[config.mk]
export PLATFORM = sky130hd
export DESIGN_NAME = vram_port_arb
export DESIGN_NICKNAME = d
export VERILOG_FILES = /design/src/rtl/vram_pkg.sv /design/src/rtl/vram_grant_pick.sv /design/src/rtl/vram_port_arb.sv
export SDC_FILE = /design/constraint.sdc
export NUM_CORES = 1
export LEC_CHECK = 0
export BUFFER_PORTS_ARGS = -buffer_cell sky130_fd_sc_hd__buf_2
export CAP_MARGIN = 25
export CELL_PAD_IN_SITES_DETAIL_PLACEMENT = 0
export CELL_PAD_IN_SITES_GLOBAL_PLACEMENT = 1
export CORE_ASPECT_RATIO = 1.4
export CORE_MARGIN = 2
export CORE_UTILIZATION = 26
export CTS_CLUSTER_SIZE = 40
export DETAILED_ROUTE_END_ITERATION = 8
export GPL_TIMING_DRIVEN = 0
export PLACE_DENSITY_LB_ADDON = 0.1
export SLEW_MARGIN = 20
export SYNTH_ARGS = -nofsm -noshare
export SYNTH_HDL_FRONTEND = slang
export SYNTH_SLANG_ARGS = --single-unit
[constraint.sdc]
create_clock -name clk -period 3.8 [get_ports clk]
set_clock_uncertainty 0.1 [all_clocks]
set_input_delay 0.19 -clock clk [delete_from_list [all_inputs] [get_ports clk]]
set_output_delay 0.19 -clock clk [all_outputs]
set_load 0.05 [all_outputs]
[src/rtl/vram_pkg.sv]
// Shared constants and types for the VRAM port arbiter.
// MCB command encodings, FSM states and bus widths.
package vram_pkg;

    localparam int AW  = 30;
    localparam int BLW = 6;
    localparam int DW  = 32;

    localparam logic [2:0] MCB_WR = 3'b000;
    localparam logic [2:0] MCB_RD = 3'b001;

    typedef enum logic [2:0] {
        ST_IDLE,
        ST_WR_FILL,
        ST_WR_CMD,
        ST_RD_CMD,
        ST_RD_DRAIN
    } state_t;

endpackage

[src/rtl/vram_grant_pick.sv]
// Picks the write or read client in IDLE and remembers who won last.
// FAIR=1 alternates on ties, FAIR=0 always favours the reader.
module vram_grant_pick
    import vram_pkg::*;
#(
    parameter int FAIR = 1
) (
    input  logic clk,
    input  logic reset,
    input  logic arb_en,
    input  logic w_req,
    input  logic r_req,
    output logic grant_w,
    output logic grant_r
);

    logic last_w;

    always_comb begin
        grant_w = 1'b0;
        grant_r = 1'b0;
        if (arb_en) begin
            if (w_req && r_req) begin
                if (FAIR != 0 && !last_w) begin
                    grant_w = 1'b1;
                end else begin
                    grant_r = 1'b1;
                end
            end else begin
                grant_w = w_req;
                grant_r = r_req;
            end
        end
    end

    // Reset value "write" makes the reader win the first tie.
    always_ff @(posedge clk) begin
        if (reset) begin
            last_w <= 1'b1;
        end else if (grant_w) begin
            last_w <= 1'b1;
        end else if (grant_r) begin
            last_w <= 1'b0;
        end
    end

endmodule

[src/rtl/vram_port_arb.sv]
// Two-client (write/read) burst arbiter in front of one MCB user port.
// Strobes are combinational so FIFO backpressure costs no extra cycles.
module vram_port_arb
    import vram_pkg::*;
#(
    parameter int FAIR = 1
) (
    input  logic           clk,
    input  logic           reset,
    input  logic           calib_done,
    input  logic           w_req,
    input  logic [AW-1:0]  w_addr,
    input  logic [BLW-1:0] w_bl,
    input  logic [DW-1:0]  w_data,
    output logic           w_data_rd,
    output logic           w_done,
    input  logic           r_req,
    input  logic [AW-1:0]  r_addr,
    input  logic [BLW-1:0] r_bl,
    output logic [DW-1:0]  r_data,
    output logic           r_valid,
    output logic           r_done,
    output logic           mcb_cmd_en,
    output logic [2:0]     mcb_cmd_instr,
    output logic [BLW-1:0] mcb_cmd_bl,
    output logic [AW-1:0]  mcb_cmd_byte_addr,
    input  logic           mcb_cmd_full,
    output logic           mcb_wr_en,
    output logic [DW-1:0]  mcb_wr_data,
    output logic [3:0]     mcb_wr_mask,
    input  logic           mcb_wr_full,
    output logic           mcb_rd_en,
    input  logic [DW-1:0]  mcb_rd_data,
    input  logic           mcb_rd_empty
);

    state_t         state;
    logic [AW-1:0]  addr_q;
    logic [BLW-1:0] bl_q;
    logic [BLW-1:0] cnt;
    logic [2:0]     instr_q;

    logic arb_en;
    logic grant_w;
    logic grant_r;
    logic wr_beat;
    logic rd_beat;
    logic cmd_go;
    logic last;
    logic unused_addr_lsb;

    assign unused_addr_lsb = ^{w_addr[1:0], r_addr[1:0]};

    assign arb_en = (state == ST_IDLE) && calib_done;

    vram_grant_pick #(
        .FAIR(FAIR)
    ) u_pick (
        .clk    (clk),
        .reset  (reset),
        .arb_en (arb_en),
        .w_req  (w_req),
        .r_req  (r_req),
        .grant_w(grant_w),
        .grant_r(grant_r)
    );

    // Strobes are masked during reset so an abandoned burst moves no data.
    assign wr_beat = !reset && (state == ST_WR_FILL) && !mcb_wr_full;
    assign rd_beat = !reset && (state == ST_RD_DRAIN) && !mcb_rd_empty;
    assign cmd_go  = !reset && !mcb_cmd_full &&
                     ((state == ST_WR_CMD) || (state == ST_RD_CMD));
    assign last    = (cnt == '0);

    assign mcb_wr_en   = wr_beat;
    assign w_data_rd   = wr_beat;
    assign mcb_wr_data = w_data;
    assign mcb_wr_mask = 4'b0000;

    assign mcb_rd_en = rd_beat;
    assign r_valid   = rd_beat;
    assign r_data    = mcb_rd_data;
    assign r_done    = rd_beat && last;

    assign mcb_cmd_en        = cmd_go;
    assign mcb_cmd_instr     = instr_q;
    assign mcb_cmd_bl        = bl_q;
    assign mcb_cmd_byte_addr = addr_q;
    assign w_done            = cmd_go && (state == ST_WR_CMD);

    always_ff @(posedge clk) begin
        if (reset) begin
            state   <= ST_IDLE;
            addr_q  <= '0;
            bl_q    <= '0;
            cnt     <= '0;
            instr_q <= MCB_WR;
        end else begin
            unique case (state)
                ST_IDLE: begin
                    if (grant_w) begin
                        addr_q  <= {w_addr[AW-1:2], 2'b00};
                        bl_q    <= w_bl;
                        cnt     <= w_bl;
                        instr_q <= MCB_WR;
                        state   <= ST_WR_FILL;
                    end else if (grant_r) begin
                        addr_q  <= {r_addr[AW-1:2], 2'b00};
                        bl_q    <= r_bl;
                        cnt     <= r_bl;
                        instr_q <= MCB_RD;
                        state   <= ST_RD_CMD;
                    end
                end
                ST_WR_FILL: begin
                    if (wr_beat) begin
                        if (last) begin
                            state <= ST_WR_CMD;
                        end else begin
                            cnt <= cnt - 1'b1;
                        end
                    end
                end
                ST_WR_CMD: begin
                    if (cmd_go) begin
                        state <= ST_IDLE;
                    end
                end
                ST_RD_CMD: begin
                    if (cmd_go) begin
                        state <= ST_RD_DRAIN;
                    end
                end
                ST_RD_DRAIN: begin
                    if (rd_beat) begin
                        if (last) begin
                            state <= ST_IDLE;
                        end else begin
                            cnt <= cnt - 1'b1;
                        end
                    end
                end
                default: state <= ST_IDLE;
            endcase
        end
    end

endmodule
# Yosys cells after proc, flatten, opt, wreduce, memory -nomap -nowiden

Cells that the tools add are included.

Register bits: 49
Output and inout port bits: 114
Bits of input ports: 144

Multiplexer cells: 25
Equality and inequality tests: 11
$add $sub $neg: 1
Reduce and logical (&&, ||, !) cells: 23

Operators with widths:

| cell                  | count |
|---|---|
| $mux W30              | 2 |
| $mux W3               | 10 |
| $mux W6               | 5 |
| $pmux W6 S3           | 1 |
| $pmux W3 S5           | 1 |
| $ne A2 B2 Y1 const B  | 6 |
| $logic_and A1 B1 Y1   | 10 |
| $reduce_and A7 Y1     | 1 |
| $eq A3 B2 Y1 const B  | 2 |
| $logic_not A6 Y1      | 1 |
| $mux W1               | 6 |
| $sub A6 B1 Y6 const B | 1 |
| $logic_not A1 Y1      | 4 |
| $reduce_and A4 Y1     | 1 |
| $eq A3 B1 Y1 const B  | 1 |
| $eq A3 B3 Y1 const B  | 1 |
| $logic_not A3 Y1      | 1 |
| $ne A3 B3 Y1 const B  | 1 |
| $reduce_bool A3 Y1    | 1 |
| $reduce_and A2 Y1     | 1 |
| $reduce_bool A2 Y1    | 1 |
| $reduce_or A2 Y1      | 1 |
| $logic_or A1 B1 Y1    | 1 |

# Logic depth before layout (Yosys ltp)

Depth in word-level cells: 6
Mapped depth: 7

# By module

A second synthesis with hierarchy kept.

Cell total of the unflattened synthesis: 327
Area, all modules: 2855.2 um^2

By module, submodules not included:

| module          | cells each | area each (um^2) | instances | sequential area each (um^2) |
|---|---|---|---|---|
| vram_port_arb   | 319        | 2796.4           | 1         | 880.8 |
| vram_grant_pick | 8          | 58.8             | 1         | 20.0 |

# Worst setup path after synthesis

OpenSTA, ideal clock, no wires.

Path kind: register to output
From: reg state[1]
To: out r_done
Data required time: 3.510 ns
Setup slack: 0.609 ns
Cell stages (with the launch flop): 4
Path buffers: 1
Data arrival time: 2.901 ns
Path through: dfxtp_1 clkbuf_1 nor4_1 and4_1

Longest elaborated chain between the ends: 4

Ends and longest elaborated chain:

| element                          | RTL line             | RTL |
|---|---|---|
| start: declaration               | vram_port_arb.sv:37  | `state_t state;` |
| start signal: assignment         | vram_port_arb.sv:93  | `state <= ST_IDLE;` |
| start signal: assignment         | vram_port_arb.sv:106 | `state <= ST_WR_FILL;` |
| start signal: assignment         | vram_port_arb.sv:112 | `state <= ST_RD_CMD;` |
| $eq A3 B3 Y1                     | vram_port_arb.sv:70  | `assign rd_beat = !reset && (state == ST_RD_DRAIN) && !mcb_rd_empty;` |
| $logic_and A1 B1 Y1 (2 in a row) | vram_port_arb.sv:70  |  |
| net mcb_rd_en                    | vram_port_arb.sv:32  | `output logic mcb_rd_en,` |
| $logic_and A1 B1 Y1              | vram_port_arb.sv:83  | `assign r_done = rd_beat && last;` |
| end: declaration                 | vram_port_arb.sv:22  | `output logic r_done,` |

The timed path passes the listed nets, and every way through them passes these cells.

# Worst setup path after layout

From: reg state[2]
To: reg cnt[4]

Longest elaborated chain between the ends: 5
Elaborated cells on any way between the ends: 17
Those cells by class: 5 x eq/ne; 4 x mux; 8 x reduce/logical

Ends and longest elaborated chain:

| element                                                           | RTL line                                                      | RTL |
|---|---|---|
| $logic_not A3 Y1, or another cell as far along                    | vram_port_arb.sv:54, vram_port_arb.sv:99                      |  |
| $logic_and A1 B1 Y1 (on tied branches)                            | vram_port_arb.sv:54, vram_port_arb.sv:69, vram_port_arb.sv:70 |  |
| $mux W1, or another cell as far along                             | vram_grant_pick.sv:22                                         | `if (arb_en) begin` |
| $ne A3 B3 Y1 (no source line), or another cell as far along       | -                                                             |  |
| $reduce_and A4 Y1 (no source line) or $pmux W6 S3 (tied branches) | -                                                             |  |
| end signal: assignment                                            | vram_port_arb.sv:104                                          | `cnt <= w_bl;` |
| end signal: assignment                                            | vram_port_arb.sv:110                                          | `cnt <= r_bl;` |
| end signal: assignment                                            | vram_port_arb.sv:120                                          | `cnt <= cnt - 1'b1;` |
| end: declaration                                                  | vram_port_arb.sv:40                                           | `logic [BLW-1:0] cnt;` |

Several ways; a longest one is shown, not always the timed one.
A chain may end at the register's enable or synchronous reset.

==> summary.md <==
| Metric | Value |
|---|---|
| Status | `complete, no violations` |
| Initial detailed-routing violation count | `68` |
| Leakage power | `around 2.2 nW` |
| Chip width | `a little over 90 microns` |
| Seq/Total Area, Yosys | `32.0%` |
| Synth unique cells | `44` |
| Clock transition at path regs | `roughly 0.06 ns` |
| Largest net degree at the start of global routing | `14` |
| Area leader, netlist | `dfxtp_1` |
| Worst slack at placement | `about 1.7 ns` |
| Post-placement cell area | `roughly 3900 sq um` |
| Critical path cell sequence | `buf_6, nor4b_4, nand2_2, buf_4, mux2i_1, o21a_1, o21ai_1` |
| Critical setup path kind | `flop to flop` |
| Crit path max fanout | `10` |
| Delay of the slowest critical-path stage | `about 0.47 ns` |
| Post-route ant nets | `0` |
| CP startpoint kind | `flop` |
| Synth Cell Area | `2810 sq um` |
| Routed length per instance | `about 13 microns` |
| Cell count after placement | `around 660` |
| Root buf cell | `clkbuf_16` |
| Highest clock rate | `around 0.47 GHz` |
| Overall power | `approximately 0.0022 W` |
| Final #Nets | `between 600 and 700` |
| Global route total overflow | `0` |
| Hold Buf Count CTS | `0` |
| CTS tree | `built` |
| Via Count | `about 2800` |
| Reg-to-Reg Start | `state[2]$_SDFFE_PP0P_` |
| Synth Flop Type | `dfxtp_1` |
| CP arrival | `2.20 ns` |
| Max_cap viols | `0` |
| Post-CTS sizing | `0` |
| Final count of negative-setup-slack endpoints | `0` |
| Area growth syn-to-layout | `45.0%` |
| Final hold vios | `0` |
| Peak supply drop | `0.000208 V` |
| Final RePlAce weighted congestion | `~0.80` |
| Nature of the critical path endpoint | `flop` |
| Final WL | `8570 microns` |
| Power Density | `between 500 and 600 nW/um^2` |
| Fillers | `around 1100` |
| Post-route clock period utilization | `between 50 and 60%` |
| Initial core utilization | `26.9%` |
| Post-Synthesis Cells | `~330` |
| CP required | `3.87 ns` |
| Worst min path class | `primary input to flop` |
| Post-CTS setup buffer count | `0` |
| Share of layout cells above drive strength 1 | `a little over half` |
| Number of global-route vias before repair | `about 2600` |
| Worst-Skew Late Latency | `around 0.28 ns` |
| Core area | `roughly 10000 sq um` |
| Detailed placement HPWL | `between 7000 and 8000 microns` |
| Vias/cell | `4.28` |
| Die height | `about 130 microns` |
| CP max-delay cell | `nor4b_4` |
| Port Buf Inserts | `~180` |
| Worst Setup SP | `state[2]$_SDFFE_PP0P_` |
| Area share of the largest cell type after synthesis | `between 30% and 40%` |
| Ranking of synthesized cells by area | `dfxtp_1 (32%), buf_4 (20%), mux2i_1 (12%)` |
| Fin area | `approximately 4100 sq um` |
| Initial antenna violation count | `0` |
| Gr usage total | `14.1%` |
| RSZ-0062 raised after global routing | `no` |
| I/O Pins | `around 260` |
| Least-Margin Pin Slew | `approximately 0.59 ns` |
| Clock Tree Buf Depth | `2` |
| CTS H-tree lvls | `2` |
| #FFs+latches synth | `45` |
| CTS buffer count | `5` |
| Rows | `44` |
| Minimum clock period | `2.13 ns` |
| Fin cells | `between 600 and 700` |
| Num Clock Sinks | `between 40 and 50` |
| Relative slew slack | `between 60 and 70%` |
| Post-synth EDFFs | `0` |
| Full die area | `between 10000 and 15000 sq um` |
| Hold wc startpoint | `w_addr[12]` |
| First-pass GRT wire length | `13200 microns` |
| Post-synth ARST share | `0%` |
| Antenna cells | `0` |
| Mean Syn Cell Area | `around 8.5 sq um` |
| Final worst setup slack | `between 1.5 and 2 ns` |
| Max Slew Vio Count | `0` |
| Synth Warn # | `0` |
| Fin Setup TNS | `0 ns` |
| Drt pass-1 iters | `4` |
| Drc violations | `0` |
## cell families after synthesis
family	synth area share (%)
XOR/XNOR	0.312
AO/OA/AOI/OAI	16.1
AND/OR/NAND/NOR	13.7
other	0.133
buffers and inverters	23.9
multiplexers	12.9
adder cells (fa/ha/maj)	0.890
flip-flops	32.0
## cell usage in the layout, fill, tap and decap left out, types with 2 or more instances in the layout
cell / n
a211oi_1: 32
a21oi_1: 6
a31oi_1: 2
buf_2: 188
buf_4: 75
clkbuf_1: 9
clkbuf_16: 5
conb_1: 8
dfxtp_1: 45
ha_1: 2
inv_1: 7
mux2_2: 2
mux2i_1: 34
nand2_1: 6
nand2b_1: 4
nand3_1: 4
nand3b_1: 2
nor2_1: 44
nor2b_1: 3
nor3_1: 6
nor4_1: 3
o21a_1: 3
o21ai_0: 5
o21ai_1: 5
o32ai_1: 2
## cell type report
cell class / instances / area (sq um) / share of cell area (%)
inverters: 7 / 26.3 / 0.645
multi-input cells: 191 / 1260 / 31.0
clock inverters: 2 / 35.0 / 0.859
flip-flops and latches: 45 / 901 / 22.1
repair buffers: 181 / 906 / 22.2
plain buffers: 93 / 647 / 15.9
well taps: 138 / 173 / 4.24
clock buffers: 5 / 125 / 3.07
## report_power, final
part	internal (W)	leakage, nW	switching (W)
clock	0.000305	0.0797	0.000178
sequential	0.000568	0.371	0.0000503
combinational	0.000338	1.77	0.000763
total	0.00121	2.22	0.000991
## worst max-delay path, delay by kind of cell, from the launching register on
| family | cells | cell delay (ns) |
|---|---|---|
| buf+inv | 2 | 0.40 |
| simple gates | 2 | 0.73 |
| flops | 1 | 0.30 |
| mux | 1 | 0.28 |
| compound gates | 2 | 0.20 |
## metrics by stage
step / utilization, % / hold slack (ns)
after floorplan: - / 0.265
after global placement: 37.4 / 0.355
after detailed placement: 37.4 / 0.354
after CTS: 39.0 / 0.147
after global routing: 39.0 / 0.144
final: 39.0 / 0.152
## cells in the mapped netlist (6+ instances only)
cell type and number:
a211oi_1 32, a21oi_1 6, buf_2 7, buf_4 75
clkbuf_1 9, dfxtp_1 45, inv_1 7, mux2i_1 34
nand2_1 6, nor2_1 44, nor3_1 6
## final timing paths
path                                        end  slack, ns  cells after the start
max reg2reg                 cnt[4]$_SDFFE_PP0P_       1.67                      7
max                         cnt[4]$_SDFFE_PP0P_       1.67                      7
min reg2reg          mcb_cmd_bl[0]$_SDFFE_PP0P_       0.38                      2
min          mcb_cmd_byte_addr[12]$_SDFFE_PP0P_       0.15                      3
## metal layers
metal / vias up / part of all wire [%] / GRT usage, %
met5: - / 0 / 0
met4: 0 / 2.1 / 4.83
met3: 13 / 8.6 / 3.36
met2: 146 / 51 / 25.9
met1: 1221 / 38 / 15.7
li1: 1455 / - / -
## sequential cells by signal, summed over array words and instances (netlist names)
name               cells
cnt                    6
mcb_cmd_bl             6
mcb_cmd_byte_addr     28
mcb_cmd_instr          1
state                  3
u_pick.last_w          1
(Power assumes the default switching activity.)
